File: config.mk
export PLATFORM = sky130hd
export DESIGN_NAME = third_task_ctrl
export DESIGN_NICKNAME = d
export VERILOG_FILES = /design/src/rtl/third_task_ctrl_pkg.sv /design/src/rtl/third_task.sv /design/src/rtl/third_task_ctrl.sv
export SDC_FILE = /design/constraint.sdc
export NUM_CORES = 1
export LEC_CHECK = 0
export BUFFER_PORTS_ARGS = -buffer_cell sky130_fd_sc_hd__buf_2
export CORE_ASPECT_RATIO = 1.4
export CORE_UTILIZATION = 49
export DETAILED_ROUTE_END_ITERATION = 10
export PLACE_DENSITY = 0.68
export REMOVE_ABC_BUFFERS = 1
export SYNTH_ARGS = -nofsm -noshare
export SYNTH_HDL_FRONTEND = slang
export SYNTH_HIERARCHICAL = 1
export SYNTH_SLANG_ARGS = --single-unit
File: constraint.sdc
create_clock -name clk -period 6.7 [get_ports clk]
set_input_delay 1.34 -clock clk [delete_from_list [all_inputs] [get_ports clk]]
set_output_delay 1.34 -clock clk [all_outputs]
set_load 0.02 [all_outputs]
File: src/rtl/third_task_ctrl_pkg.sv
// Shared types and constants for the third_task operand sequencer.
// State encodings and counter widths are fixed here so the bench and RTL agree.
package third_task_ctrl_pkg;

   typedef enum logic [1:0] {
      ST_COLLECT = 2'd0,
      ST_SETTLE  = 2'd1,
      ST_HOLD    = 2'd2
   } state_t;

   localparam int IDX_W    = 2;
   localparam int SETTLE_W = 4;

   localparam logic [IDX_W-1:0] IDX_FIRST = 2'd0;
   localparam logic [IDX_W-1:0] IDX_MID   = 2'd1;
   localparam logic [IDX_W-1:0] IDX_LAST  = 2'd2;

endpackage

File: src/rtl/third_task.sv
// Combinational three-operand datapath: result = m1 * m2 + m3.
// Operands are zero-extended to the result width before the arithmetic.
module third_task #(
   parameter int W_IN  = 8,
   parameter int W_OUT = 17
) (
   input  logic [W_IN-1:0]  i_m1,
   input  logic [W_IN-1:0]  i_m2,
   input  logic [W_IN-1:0]  i_m3,
   output logic [W_OUT-1:0] o_res
);

   logic [W_OUT-1:0] w_m1;
   logic [W_OUT-1:0] w_m2;
   logic [W_OUT-1:0] w_m3;

   assign w_m1 = {{(W_OUT-W_IN){1'b0}}, i_m1};
   assign w_m2 = {{(W_OUT-W_IN){1'b0}}, i_m2};
   assign w_m3 = {{(W_OUT-W_IN){1'b0}}, i_m3};

   // W_OUT >= 2*W_IN + 1 keeps the product-plus-addend free of overflow
   always_comb begin
      o_res = (w_m1 * w_m2) + w_m3;
   end

endmodule

File: src/rtl/third_task_ctrl.sv
// Operand sequencer: gathers three bytes, holds them on the third_task datapath for
// SETTLE_CYC cycles, then registers the result and offers it on a valid/ready port.
module third_task_ctrl
   import third_task_ctrl_pkg::*;
#(
   parameter int W_IN       = 8,
   parameter int W_OUT      = 17,
   parameter int SETTLE_CYC = 2,
   parameter int CNT_W      = 16
) (
   input  logic             clk,
   input  logic             rst,
   input  logic             in_valid,
   output logic             in_ready,
   input  logic [W_IN-1:0]  in_data,
   input  logic             flush,
   output logic             res_valid,
   input  logic             res_ready,
   output logic [W_OUT-1:0] res_data,
   output logic [CNT_W-1:0] done_cnt,
   output logic             busy
);

   state_t              r_state;
   state_t              w_state_nxt;
   logic [IDX_W-1:0]    r_idx;
   logic [SETTLE_W-1:0] r_settle;
   logic [W_IN-1:0]     r_op [3];
   logic                r_res_valid;
   logic [W_OUT-1:0]    r_res_data;
   logic [CNT_W-1:0]    r_done_cnt;
   logic [W_OUT-1:0]    w_dp_res;
   logic                w_accept;

   localparam logic [SETTLE_W-1:0] SETTLE_LOAD = SETTLE_W'(SETTLE_CYC - 1);

   assign w_accept  = in_valid & in_ready;
   assign res_valid = r_res_valid;
   assign res_data  = r_res_data;
   assign done_cnt  = r_done_cnt;

   third_task #(
      .W_IN  (W_IN),
      .W_OUT (W_OUT)
   ) u_datapath (
      .i_m1  (r_op[0]),
      .i_m2  (r_op[1]),
      .i_m3  (r_op[2]),
      .o_res (w_dp_res)
   );

   // State register
   always_ff @(posedge clk) begin
      if (rst) begin
         r_state <= ST_COLLECT;
      end else begin
         r_state <= w_state_nxt;
      end
   end

   // Next-state decode; flush overrides every transition
   always_comb begin
      w_state_nxt = r_state;
      if (flush) begin
         w_state_nxt = ST_COLLECT;
      end else begin
         case (r_state)
            ST_COLLECT: begin
               if (w_accept && (r_idx == IDX_LAST)) begin
                  w_state_nxt = ST_SETTLE;
               end else begin
                  w_state_nxt = ST_COLLECT;
               end
            end
            ST_SETTLE: begin
               if (r_settle == {SETTLE_W{1'b0}}) begin
                  w_state_nxt = ST_HOLD;
               end else begin
                  w_state_nxt = ST_SETTLE;
               end
            end
            ST_HOLD: begin
               if (res_ready) begin
                  w_state_nxt = ST_COLLECT;
               end else begin
                  w_state_nxt = ST_HOLD;
               end
            end
            default: begin
               w_state_nxt = ST_COLLECT;
            end
         endcase
      end
   end

   // Handshake and status decode; flush blocks acceptance in its own cycle
   always_comb begin
      in_ready = 1'b0;
      busy     = 1'b0;
      if (rst) begin
         in_ready = 1'b0;
         busy     = 1'b0;
      end else begin
         in_ready = (r_state == ST_COLLECT) && !flush;
         busy     = (r_state == ST_SETTLE) || (r_state == ST_HOLD);
      end
   end

   // Operand capture, settle timing, result register and completion counter
   always_ff @(posedge clk) begin
      if (rst) begin
         r_idx       <= IDX_FIRST;
         r_settle    <= {SETTLE_W{1'b0}};
         r_op[0]     <= {W_IN{1'b0}};
         r_op[1]     <= {W_IN{1'b0}};
         r_op[2]     <= {W_IN{1'b0}};
         r_res_valid <= 1'b0;
         r_res_data  <= {W_OUT{1'b0}};
         r_done_cnt  <= {CNT_W{1'b0}};
      end else if (flush) begin
         r_idx       <= IDX_FIRST;
         r_res_valid <= 1'b0;
      end else begin
         case (r_state)
            ST_COLLECT: begin
               if (w_accept) begin
                  case (r_idx)
                     IDX_FIRST: begin
                        r_op[0] <= in_data;
                        r_idx   <= IDX_MID;
                     end
                     IDX_MID: begin
                        r_op[1] <= in_data;
                        r_idx   <= IDX_LAST;
                     end
                     IDX_LAST: begin
                        r_op[2]  <= in_data;
                        r_idx    <= IDX_FIRST;
                        r_settle <= SETTLE_LOAD;
                     end
                     default: begin
                        r_idx <= IDX_FIRST;
                     end
                  endcase
               end
            end
            ST_SETTLE: begin
               if (r_settle == {SETTLE_W{1'b0}}) begin
                  r_res_data  <= w_dp_res;
                  r_res_valid <= 1'b1;
               end else begin
                  r_settle <= r_settle - SETTLE_W'(1);
               end
            end
            ST_HOLD: begin
               if (res_ready) begin
                  r_res_valid <= 1'b0;
                  r_done_cnt  <= r_done_cnt + CNT_W'(1);
               end
            end
            default: begin
               r_idx       <= IDX_FIRST;
               r_res_valid <= 1'b0;
            end
         endcase
      end
   end

endmodule

==> results of run 1 <==
## cell usage after synthesis (4+ instances only)
library cell	n	area [um2]
and2_1	66	412.9
inv_1	59	221.5
ha_1	51	638.1
dfxtp_1	42	840.8
fa_1	37	740.7
nor2_1	37	138.9
a21oi_1	26	130.1
edfxtp_1	24	720.7
mux2i_1	21	210.2
xnor2_1	20	175.2
nand2_1	19	71.32
xor2_1	15	131.4
o21ai_0	9	45.04
nand3_1	8	40.04
nand4_1	8	50.05
or3_1	6	37.54
a21o_1	5	37.54
buf_2	5	25.02
nor3_1	5	25.02
buf_1	4	15.01
o21ai_1	4	20.02
o21bai_1	4	30.03
## through the flow
stage	hold WS (ns)	instance area [um2]	utilization, %	setup WS, ns
floorplan	0.4557	5289	-	1.885
global placement	0.4606	5724	54.44	1.571
detailed placement	0.4728	5724	54.44	1.449
CTS	0.4812	6015	57.20	1.406
global route	0.5269	6015	57.20	1.057
finish	0.4730	6015	57.20	1.432
## registers in the layout (all words and copies together), names as in the netlist
signal,flops
r_settle,4
done_cnt,16
r_op,24
r_idx,2
res_valid,1
r_state,2
res_data,17
## path summary, 6_finish.rpt
check                 end
max          res_data[15]
min          done_cnt[15]
max reg2reg  res_data[15]
min reg2reg  done_cnt[15]
## critical path, delay by kind of cell (launching register included)
kind | cells | cell delay (ns)
AOI/OAI and AO/OA | 3 | 0.53
xor gates and xnor gates | 2 | 0.31
adders and majority gates | 6 | 2.68
buffers and inverters | 2 | 0.09
DFF | 1 | 0.52
muxes | 1 | 0.09
and+or+nand+nor | 5 | 0.97
## area by class of cell
cell class | instances | area [um2]
Fill cell | 946 | 4501
Clock buffer | 10 | 250.2
Multi-Input combinational cell | 400 | 3506
Inverter | 59 | 221.5
Clock inverter | 6 | 40.04
Timing Repair Buffer | 51 | 262.8
Tap cell | 138 | 172.7
Sequential cell | 66 | 1562
## placed cells by master (no fill, tap or decap), types with 9 or more instances in the layout
cell / Yosys / layout
and2_1: 66 / 66
inv_1: 59 / 59
ha_1: 51 / 51
buf_2: 5 / 48
dfxtp_1: 42 / 42
nor2_1: 37 / 37
fa_1: 37 / 37
a21oi_1: 26 / 26
edfxtp_1: 24 / 24
mux2i_1: 21 / 21
xnor2_1: 20 / 20
nand2_1: 19 / 19
xor2_1: 15 / 15
clkbuf_16: 0 / 10
o21ai_0: 9 / 9
## where the power goes
part	internal, uW	leakage [uW]	switching [uW]
clock network	272	0.000143	170
logic	136	0.00221	184
registers	425	0.000590	13.4
## per-layer routing
layer | vias to the layer above | part of all wire [%] | GRT usage, %
met2 | 65 | 52 | 35.92
met5 | - | 0 | 0
li1 | 1938 | - | -
met4 | 0 | 1.9 | 7.021
met1 | 1857 | 43 | 23.82
met3 | 13 | 3.4 | 4.227
## cells by family (layout without fill, tap and decap cells)
kind of cell,count (synthesis),count (layout),synth area share (%)
xor gates and xnor gates,36,36,6.006
adders and majority gates,88,88,25.65
DFF,66,66,29.05
muxes,21,21,3.911
and+or+nand+nor,183,183,20.39
AOI/OAI and AO/OA,72,72,9.265
buffers and inverters,73,126,5.726
==> summary.md, run 1 <==
| Metric | Value |
|---|---|
| Number of global-route vias before repair | 4003 |
| RD Place Congestion | 0.7970 |
| Status | completed |
| Top_reg_cell synth | dfxtp_1 |
| Tmin final | 5.268 ns |
| Critical path startpoint category | flop |
| PwrDens | 199.5 nW/um2 |
| Clock skew | 0.004028 ns |
| Height of the chip | 125.9 um |
| Global-route wire length before repair | 18600 um |
| Distinct cell type count after synthesis | 66 |
| Synth-to-Final Area Change | 11.89% |
| First-pass iteration count of the detailed router | 4 |
| Crit path top cell by count | fa_1 |
| Starting Density | 51.12% |
| Slew HR | 27.44% |
| Post-synth EDFFs | 24 |
| ANT cells | 0 |
| Post_cts resized | 0 |
| Routed wire length per instance | 14.41 um |
| CTS Buf Count | 9 |
| Final period util | 78.63% |
| Critical path startpoint | r_op[0][12] |
| H-Tree Depth | 3 |
| Worst-path clk slew | 0.05 ns |
| Initial DRC count | 121 |
| Worst EP required | 6.96 ns |
| WL final | 10520 um |
| TritonCTS clock tree | built |
| Insertion delay to the later sink of the worst-skew pair | 0.33 ns |
| Final ANT Viol Nets | 0 |
| Clk root buf | clkbuf_16 |
| Max VDD drop | 0.1690 mV |
| Power consumption | 1200 uW |
| Slew @ Worst Pin | 1.085 ns |
| Worst Path Max Fanout | 8 |
| Cells after synthesis | 539 |
| Longest Clk Path Bufs | 2 |
| CP Capture Type | flop |
| Nets | 688 |
| Max-Cap Viols | 0 |
| Leak Pwr | 0.002943 uW |
| Kind of critical path | flop to flop |
| Crit path max-delay cell type | fa_1 |
| Worst r2r path cells | 19 |
| Post-Synthesis Mean Instance Area | 9.972 um2 |
| Peak Freq | 189.8 MHz |
| Share of flip-flops with an asynchronous set or reset | 0% |
| Total GRT Usage | 20.15% |
| Io pins | 49 |
| Post-Route Setup TNS | 0 ns |
| Core area | 10520 um2 |
| Largest net degree at the start of global routing | 37 |
| Postcts setup bufs | 0 |
| Clock sinks | 66 |
| Die Width | 90.52 um |
| Post-synthesis sequential area ratio | 29.05% |
| Share of layout cells above drive strength 1 | 14.53% |
| Worst r2r src | r_op[0][12] |
| Seq cells post-synth | 66 |
| HPWL Detailed | 8428 um |
| Via density | 5.305 |
| Worst-path cell chain | and2_1 > fa_1 > fa_1 > inv_1 > fa_1 > fa_1 > inv_1 > ha_1 > a21oi_1 > nand2_1 > xor2_1 > ha_1 > a21oi_1 > o21bai_1 > nor4_4 > nor4b_4 > xnor2_1 > mux2i_1 > nor2_1 |
| IO buf count | 48 |
| Worst hold path type | flop to flop |
| Number of max-slew violations in the final report | 0 |
| Layout Cells excl Fill | 730 |
| Placed Cells | 714 |
| Die ar. | 11400 um2 |
| Vias | 3873 |
| Hold buffer count at cts | 0 |
| Setup-failing EPs final | 0 |
| Worst hold path startpoint | done_cnt[15] |
| Rows | 44 |
| Critical Path AT | 5.53 ns |
| Hold Path Stages | 2 |
| Max incr delay on CP | 0.55 ns |
| Gr ovfl total | 0 |
| Syn Std Cell Area | 5375 um2 |
| RSZ-0062 raised after global routing | no |
| Ys Warns | 6 |
| Internal reg-to-reg setup slack | 1.43 ns |
| Initial antenna violation count | 0 |
| Residual DRC | 0 |
| Endpoints failing hold | 0 |
(Power assumes the default switching activity.)
==> run 2, diff against run 1 <==
--- a/config.mk
+++ b/config.mk
@@ -5,11 +5,12 @@
 export SDC_FILE = /design/constraint.sdc
 export NUM_CORES = 1
 export LEC_CHECK = 0
+export ABC_AREA = 1
 export BUFFER_PORTS_ARGS = -buffer_cell sky130_fd_sc_hd__buf_2
 export CORE_ASPECT_RATIO = 1.4
 export CORE_UTILIZATION = 49
 export DETAILED_ROUTE_END_ITERATION = 10
-export PLACE_DENSITY = 0.68
+export PLACE_DENSITY = 0.67
 export REMOVE_ABC_BUFFERS = 1
 export SYNTH_ARGS = -nofsm -noshare
 export SYNTH_HDL_FRONTEND = slang
==> constraint.sdc (replaced) <==
create_clock -name clk -period 5.1 [get_ports clk]
set_input_delay 1.02 -clock clk [delete_from_list [all_inputs] [get_ports clk]]
set_output_delay 1.02 -clock clk [all_outputs]
set_load 0.02 [all_outputs]
==> run 2 against run 1 <==
Total power up 46%; clock power up 34%; register-to-register slack worse by 1.1 ns; core utilization up 0.37 points; worst hold slack worse by 0.027 ns; synthesized cell count up 46%; final area up 9.6%; global-route usage up 2.4 points; count of clock-buffer cells in the layout unchanged; worst setup slack worse by 1.1 ns; largest power group unchanged.
==> summary.md, run 2 <==
| Metric | Value |
|---|---|
| Seq pwr share | 32.8% (-3.7 points) |
| Residual DRC | 0 (unchanged) |
| Core area | 11450 um2 (+8.9%) |
| Switching Fraction | 33.81% (+3.2 points) |
| Initial DRC count | 172 (+42%) |
| PwrDens | 265.2 nW/um2 (+33%) |
| Post-route cell area | 6594 um2 (+9.6%) |
| Final ANT Viol Nets | 0 (unchanged) |
| FILL cells | 1092 (+15%) |
| Crit path max-delay cell type | fa_1 |
| Crit path top cell by count | nand2_1 |
| Post-Route Setup TNS | 0 ns (unchanged) |
| Post-synthesis sequential area ratio | 26.72% (-2.3 points) |
| Worst r2r src | r_op[0][2] |
| Tmin final | 4.788 ns (-0.4803 ns) |
| Die ar. | 12370 um2 (+8.5%) |
| Post-synth EDFFs | 24 (unchanged) |
| H-Tree Depth | 3 (unchanged) |
| Synth area leaders | dfxtp_1 (14%), fa_1 (13%), edfxtp_1 (12%) |
| Status | completed |
| Max incr delay on CP | 0.55 ns (about the same) |
| Height of the chip | 131.2 um (+4.2%) |
| Kind of critical path | flop to flop |
| Hold path endpoint | res_valid |
| RD Place Congestion | 0.8845 (+11%) |
| Max-Cap Viols | 0 (unchanged) |
| ANT cells | 0 (unchanged) |
| Ys Warns | 6 (unchanged) |
| Hold Path Stages | 2 (unchanged) |
| Syn Std Cell Area | 5843 um2 (+8.7%) |
| Top_reg_cell synth | dfxtp_1 |
| Post-synth top area share | 14.39% (-1.3 points) |
| Worst hold path startpoint | res_valid |
| Multi-input logic area | 3503 um2 (about the same) |
| Logic gate share of total power | 33.3% (+6.6 points) |
| Worst-path cell chain | buf_4 > nand2_1 > inv_1 > fa_1 > fa_1 > fa_1 > inv_1 > fa_1 > inv_1 > ha_1 > nand2_2 > nor2_1 > nand3_1 > nand2_1 > nand2_1 > nand2_2 > nand3_2 > nor2_2 > nand2_1 > nand2_1 > nand2_1 > inv_1 > nand3_1 > a21oi_1 |
| Gr ovfl total | 0 (unchanged) |
| Routed wire length per instance | 12.68 um (-12%) |
| Max VDD drop | 0.2563 mV (+52%) |
| Setup-failing EPs final | 0 (unchanged) |
| Worst EP required | 5.36 ns (-1.60 ns) |
| Clk root buf | clkbuf_16 |
| Total GRT Usage | 22.55% (+2.4 points) |
| Worst Path Max Fanout | 7 (-1) |
| Number of global-route vias before repair | 5045 (+26%) |
| Cells after synthesis | 788 (+46%) |
| Die Width | 94.29 um (+4.2%) |
| WL final | 12540 um (+19%) |
| Distinct cell type count after synthesis | 39 (-41%) |
| Clk pwr share | 33.9% (-2.9 points) |
| Rows | 46 (+4.5%) |
| Fin util | 57.57% (+0.37 points) |
| Endpoints failing hold | 0 (unchanged) |
| Initial antenna violation count | 0 (unchanged) |
| Synth-to-Final Area Change | 12.85% |
| Leak Pwr | 0.003664 uW (+25%) |
| Top reg by flops | r_op |
| Internal power | 1157 uW (+39%) |
| Slew @ Worst Pin | 1.135 ns (+0.05003 ns) |
| Commonest non-fill, non-tap cell in the layout | nand2_1 |
| First-pass iteration count of the detailed router | 6 (+2) |
| CP Capture Type | flop |
| Worst-path clk slew | 0.05 ns (about the same) |
| Sw Pwr | 591.1 uW (+61%) |
| Worst r2r path cells | 24 (+5) |
| Max reg flops | 24 (unchanged) |
| Worst hold path type | flop to flop |
| Post-Synthesis Mean Instance Area | 7.415 um2 (-26%) |
| Synth area leader | dfxtp_1 |
| Clock skew | 0.005735 ns (+0.001707 ns) |
| Top-count cell post-synth | nand2_1 |
| Global-route wire length before repair | 22270 um (+20%) |
| Reg-to-reg endpoint | res_data[15] |
| Nets | 941 (+37%) |
| Commonest cells after routing, fill and taps aside | nand2_1 (192), inv_1 (177), nand3_1 (51) |
| Share of layout cells above drive strength 1 | 15.15% (+0.62 points) |
| Insertion delay to the later sink of the worst-skew pair | 0.33 ns (about the same) |
| Vias | 4951 (+28%) |
| Critical Path AT | 5.05 ns (-0.48 ns) |
| Clock sinks | 66 (unchanged) |
| Io pins | 49 (unchanged) |
| Register area | 1562 um2 (unchanged) |
| HPWL Detailed | 10230 um (+21%) |
| Slew HR | 23.52% (-3.9 points) |
| Number of max-slew violations in the final report | 0 (unchanged) |
| Internal reg-to-reg setup slack | 0.31 ns (-1.12 ns) |
| IO buf count | 48 (unchanged) |
| Largest net degree at the start of global routing | 28 (-24%) |
| Final period util | 93.88% (+15 points) |
| TritonCTS clock tree | built |
| Starting Density | 51.02% (-0.10 points) |
| Seq cells post-synth | 66 (unchanged) |
| CTS Buf Count | 9 (unchanged) |
| Longest Clk Path Bufs | 2 (unchanged) |
| Synth cell count leaders | nand2_1 (192), inv_1 (177), ha_1 (51), nand3_1 (51), nor2_1 (47) |
| Share of flip-flops with an asynchronous set or reset | 0% (unchanged) |
| Peak Freq | 208.9 MHz (+10%) |
| Post-DP Area | 6210 um2 (+8.5%) |
| Critical path startpoint category | flop |
| Via density | 5.006 (-5.6%) |
| RSZ-0062 raised after global routing | yes |
run 2: metrics by stage:
stage                     cells  total power (uW)  setup WS [ns]  hold slack [ns]
after floorplan             764              1014         0.2816           0.4526
after global placement      964              1136         0.2163           0.4276
after detailed placement    964              1146         0.1703           0.4411
after CTS                   980              1741         0.1626           0.4529
after global routing        989              1863       -0.02259           0.4790
final                       989              1748         0.3119           0.4464
run 2: repair_timing:
action | in CTS | in global routing
hold buffers | 0 | 0
gates resized for setup | 0 | 6
setup buffers | 0 | 9
setup endpoints to repair | 0 | 8
endpoints found under the hold margin | 0 | 0
run 2: power by group through the flow:
| stage | registers (uW) | clock network, uW | logic, uW |
|---|---|---|---|
| final | 574 | 592 | 582 |
| after global routing | 575 | 622 | 666 |
| after CTS | 574 | 602 | 564 |
| after detailed placement | 585 | 0 | 561 |
| after global placement | 585 | 0 | 551 |
| after floorplan | 581 | 0 | 433 |
run 2: routing by layer:
layer / share of wire [%] / track usage (%) / wire (um)
met5: 0 / 0 / 0
met2: 56 / 42.63 / 7014
met1: 40 / 24.75 / 4977
met3: 2.3 / 3.299 / 292
met4: 2.0 / 7.692 / 257
run 2: area by class of cell:
cell class                 instances  area share [%]
multi-input combinational        514           53.13
sequential                        66           23.68
inverter                         184           10.53
timing repair buffer              65           5.579
clock buffer                      10           3.472
tap                              144           2.732
clock inverter                     6          0.8729
run 2: critical path: cells and delay by family (launching register included):
family	cells	cell delay, ns
flip-flops	1	0.50
buffers and inverters	5	0.40
AND/OR/NAND/NOR	13	1.14
adder cells (fa/ha/maj)	5	2.52
AO/OA/AOI/OAI	1	0.16
run 2: how the worst max path moves through the flow:
stage	start	endpoint	slack [ns]	cells past startpoint
final	r_op[0][2]	res_data[15]	0.31	24
after detailed placement	r_op[0][1]	res_data[14]	0.17	25
after floorplan	r_op[0][12]	res_data[14]	0.28	25
after global placement	r_op[0][1]	res_data[14]	0.22	25
after global routing	r_op[0][1]	res_data[14]	-0.02	25
after CTS	r_op[0][1]	res_data[14]	0.16	25
run 2: cells by family (layout without fill, tap and decap cells):
logic type	Yosys count	in the layout	share of synthesized area, %
AND/OR/NAND/NOR	341	341	26.85
buffers and inverters	208	265	13.83
adder cells (fa/ha/maj)	88	88	23.60
AO/OA/AOI/OAI	67	67	6.296
flip-flops	66	66	26.72
XOR/XNOR	18	18	2.698
==> run 3, diff against run 2 <==
--- a/config.mk
+++ b/config.mk
@@ -6,6 +6,7 @@
 export NUM_CORES = 1
 export LEC_CHECK = 0
 export ABC_AREA = 1
+export ABC_CLOCK_PERIOD_IN_PS = 5100
 export BUFFER_PORTS_ARGS = -buffer_cell sky130_fd_sc_hd__buf_2
 export CORE_ASPECT_RATIO = 1.4
 export CORE_UTILIZATION = 49
==> constraint.sdc (replaced) <==
create_clock -name clk -period 5.1 [get_ports clk]
set_input_delay 1.02 -clock clk [delete_from_list [all_inputs] [get_ports clk]]
set_output_delay 1.02 -clock clk [all_outputs]
set_load 0.1 [all_outputs]
==> run 3 against run 2 <==
Worst hold slack got worse by 0.0051 ns; non-clock buffer count rose by 8; sequential share of layout area down 0.23 points; highest routed layer unchanged.
==> summary.md, run 3 (synthesis gave the netlist of run 2 again) <==
| Metric | Value |
|---|---|
| Multi-input logic area | 3491 um2 (-0.36%) |
| FILL cells | 1067 (-2.3%) |
| Crit path max-delay cell type | fa_1 |
| Worst hold path type | flop to flop |
| RD Place Congestion | 0.8819 (-0.29%) |
| PwrDens | 269.3 nW/um2 (+1.6%) |
| Share of layout cells above drive strength 1 | 16.18% (+1.0 points) |
| Slew HR | 20.78% (-2.7 points) |
| CP Capture Type | flop |
| Insertion delay to the later sink of the worst-skew pair | 0.33 ns (about the same) |
| Number of global-route vias before repair | 4960 (-1.7%) |
| IO buf count | 48 (unchanged) |
| Nets | 949 (+0.85%) |
| Peak Freq | 205.6 MHz (-1.6%) |
| Crit path top cell by count | nand2_1 |
| Critical Path AT | 5.06 ns (about the same) |
| Initial antenna violation count | 0 (unchanged) |
| Longest Clk Path Bufs | 2 (unchanged) |
| Placed Cells | 963 (-0.10%) |
| Synth-to-Final Area Change | 13.94% |
| Leak Pwr | 0.003721 uW (+1.5%) |
| TritonCTS clock tree | built |
| CTS Buf Count | 9 (unchanged) |
| Commonest non-fill, non-tap cell in the layout | nand2_1 |
| Clock skew | 0.007621 ns (+0.001886 ns) |
| Total GRT Usage | 21.85% (-0.70 points) |
| Number of max-slew violations in the final report | 0 (unchanged) |
| Final ANT Viol Nets | 0 (unchanged) |
| Rows | 46 (unchanged) |
| Worst EP required | 5.29 ns (-0.07 ns) |
| Die Width | 94.29 um (unchanged) |
| Routed wire length per instance | 12.65 um (-0.25%) |
| Starting Density | 51.02% (unchanged) |
| Max reg flops | 24 (unchanged) |
| Worst-path clk slew | 0.06 ns (about the same) |
| Via density | 4.927 (-1.6%) |
| Top reg by flops | r_op |
| Residual DRC | 0 (unchanged) |
| Slew @ Worst Pin | 1.176 ns (+0.04071 ns) |
| Critical path startpoint category | flop |
| Gr ovfl total | 0 (unchanged) |
| Register area | 1562 um2 (unchanged) |
| First-pass iteration count of the detailed router | 4 (-2) |
| Vias | 4912 (-0.79%) |
| Core area | 11450 um2 (unchanged) |
| Initial DRC count | 174 (+1.2%) |
| Setup-failing EPs final | 0 (unchanged) |
| Clock sinks | 66 (unchanged) |
| Max-Cap Viols | 0 (unchanged) |
| H-Tree Depth | 3 (unchanged) |
| Clk root buf | clkbuf_16 |
| Worst Path Max Fanout | 7 (unchanged) |
| Tmin final | 4.864 ns (+0.07551 ns) |
| Height of the chip | 131.2 um (unchanged) |
| Pre-CTS WS | 0.1290 ns (-0.04122 ns) |
| Endpoints failing hold | 0 (unchanged) |
| Kind of critical path | flop to flop |
| Top delay family on crit path | adder cells |
| HPWL Detailed | 10160 um (-0.65%) |
| Die ar. | 12370 um2 (unchanged) |
| Commonest cells after routing, fill and taps aside | nand2_1 (191), inv_1 (177), nand3_1 (51), ha_1 (51), buf_2 (48) |
| Worst-path cell chain | nand2_1 > inv_1 > fa_1 > fa_1 > ha_1 > inv_1 > fa_1 > inv_1 > ha_1 > nand2_1 > nand3_1 > xor2_1 > ha_1 > a21oi_1 > a21boi_0 > nand2_2 > nand3_4 > nand2_2 > nand3_2 > nor2_1 > nand2_1 > nand2_1 > nand3_1 > a21oi_1 |
| WL final | 12610 um (+0.56%) |
| Io pins | 49 (unchanged) |
| Final period util | 95.36% (+1.5 points) |
| Global-route wire length before repair | 21510 um (-3.4%) |
| Max incr delay on CP | 0.53 ns (-0.02 ns) |
| ANT cells | 0 (unchanged) |
| Buf+Inv Stages, Crit Path | 3 (-2) |
| Max VDD drop | 0.2984 mV (+16%) |
| Largest net degree at the start of global routing | 28 (unchanged) |
| Final Hold Slack | 0.4413 ns (-0.005117 ns) |
| Status | completed |
| Layout Cells excl Fill | 997 (+0.81%) |
| Setup slack after layout | 0.2364 ns (-0.07551 ns) |
run 3: per-stage QoR:
step / total power, uW / setup TNS (ns) / util, % / cell area (um2)
2_1_floorplan: 1017 / 0 / - / 5729
3_3_place_gp: 1139 / 0 / 54.15 / 6202
3_5_place_dp: 1150 / 0 / 54.15 / 6202
4_1_cts: 1773 / 0 / 56.79 / 6505
5_1_grt: 1909 / -0.02216 / 58.13 / 6658
6_report: 1793 / 0 / 58.13 / 6658
run 3: power by group:
part	leakage, uW	internal (uW)	switching, uW	total (uW)
Clock	0.000146	382	238	620
Sequential	0.000586	558	14.1	572
Combinational	0.00299	235	366	601
Total	0.00372	1170	618	1790
run 3: timing repair:
action | 4_1_cts | 5_1_grt
hold endpoints to repair | 0 | 0
hold buffers | 0 | 0
setup endpoints to repair | 0 | 8
setup buffers | 0 | 18
gates resized for setup | 0 | 5
run 3: per-layer routing:
metal	wire length, um	global-route usage, %
met4	332	8.803
met3	368	2.257
met5	0	0
met1	5052	23.63
met2	6860	41.71
run 3: layout make-up:
cell class | count | share of cell area (%)
clock inverters | 7 | 1.165
inverters | 184 | 10.43
clock buffers | 9 | 3.383
well taps | 144 | 2.706
multi-input cells | 514 | 52.43
repair buffers | 73 | 6.427
flip-flops and latches | 66 | 23.45
run 3: worst register-to-register path, stage by stage (launching register included):
cell	delay, ns
edfxtp_1	0.51
nand2_1	0.11
inv_1	0.05
fa_1	0.41
fa_1	0.51
ha_1	0.29
inv_1	0.05
fa_1	0.53
inv_1	0.04
ha_1	0.36
nand2_1	0.11
nand3_1	0.16
xor2_1	0.18
ha_1	0.35
a21oi_1	0.18
a21boi_0	0.24
nand2_2	0.11
nand3_4	0.11
nand2_2	0.07
nand3_2	0.07
nor2_1	0.04
nand2_1	0.05
nand2_1	0.05
nand3_1	0.08
a21oi_1	0.07
run 3: path summary, 6_finish.rpt:
check | start | to | slack [ns] | cells after the start
max | r_op[0][2] | res_data[13] | 0.24 | 24
min | res_valid | res_valid | 0.44 | 2
max reg2reg | r_op[0][2] | res_data[13] | 0.24 | 24
min reg2reg | res_valid | res_valid | 0.44 | 2
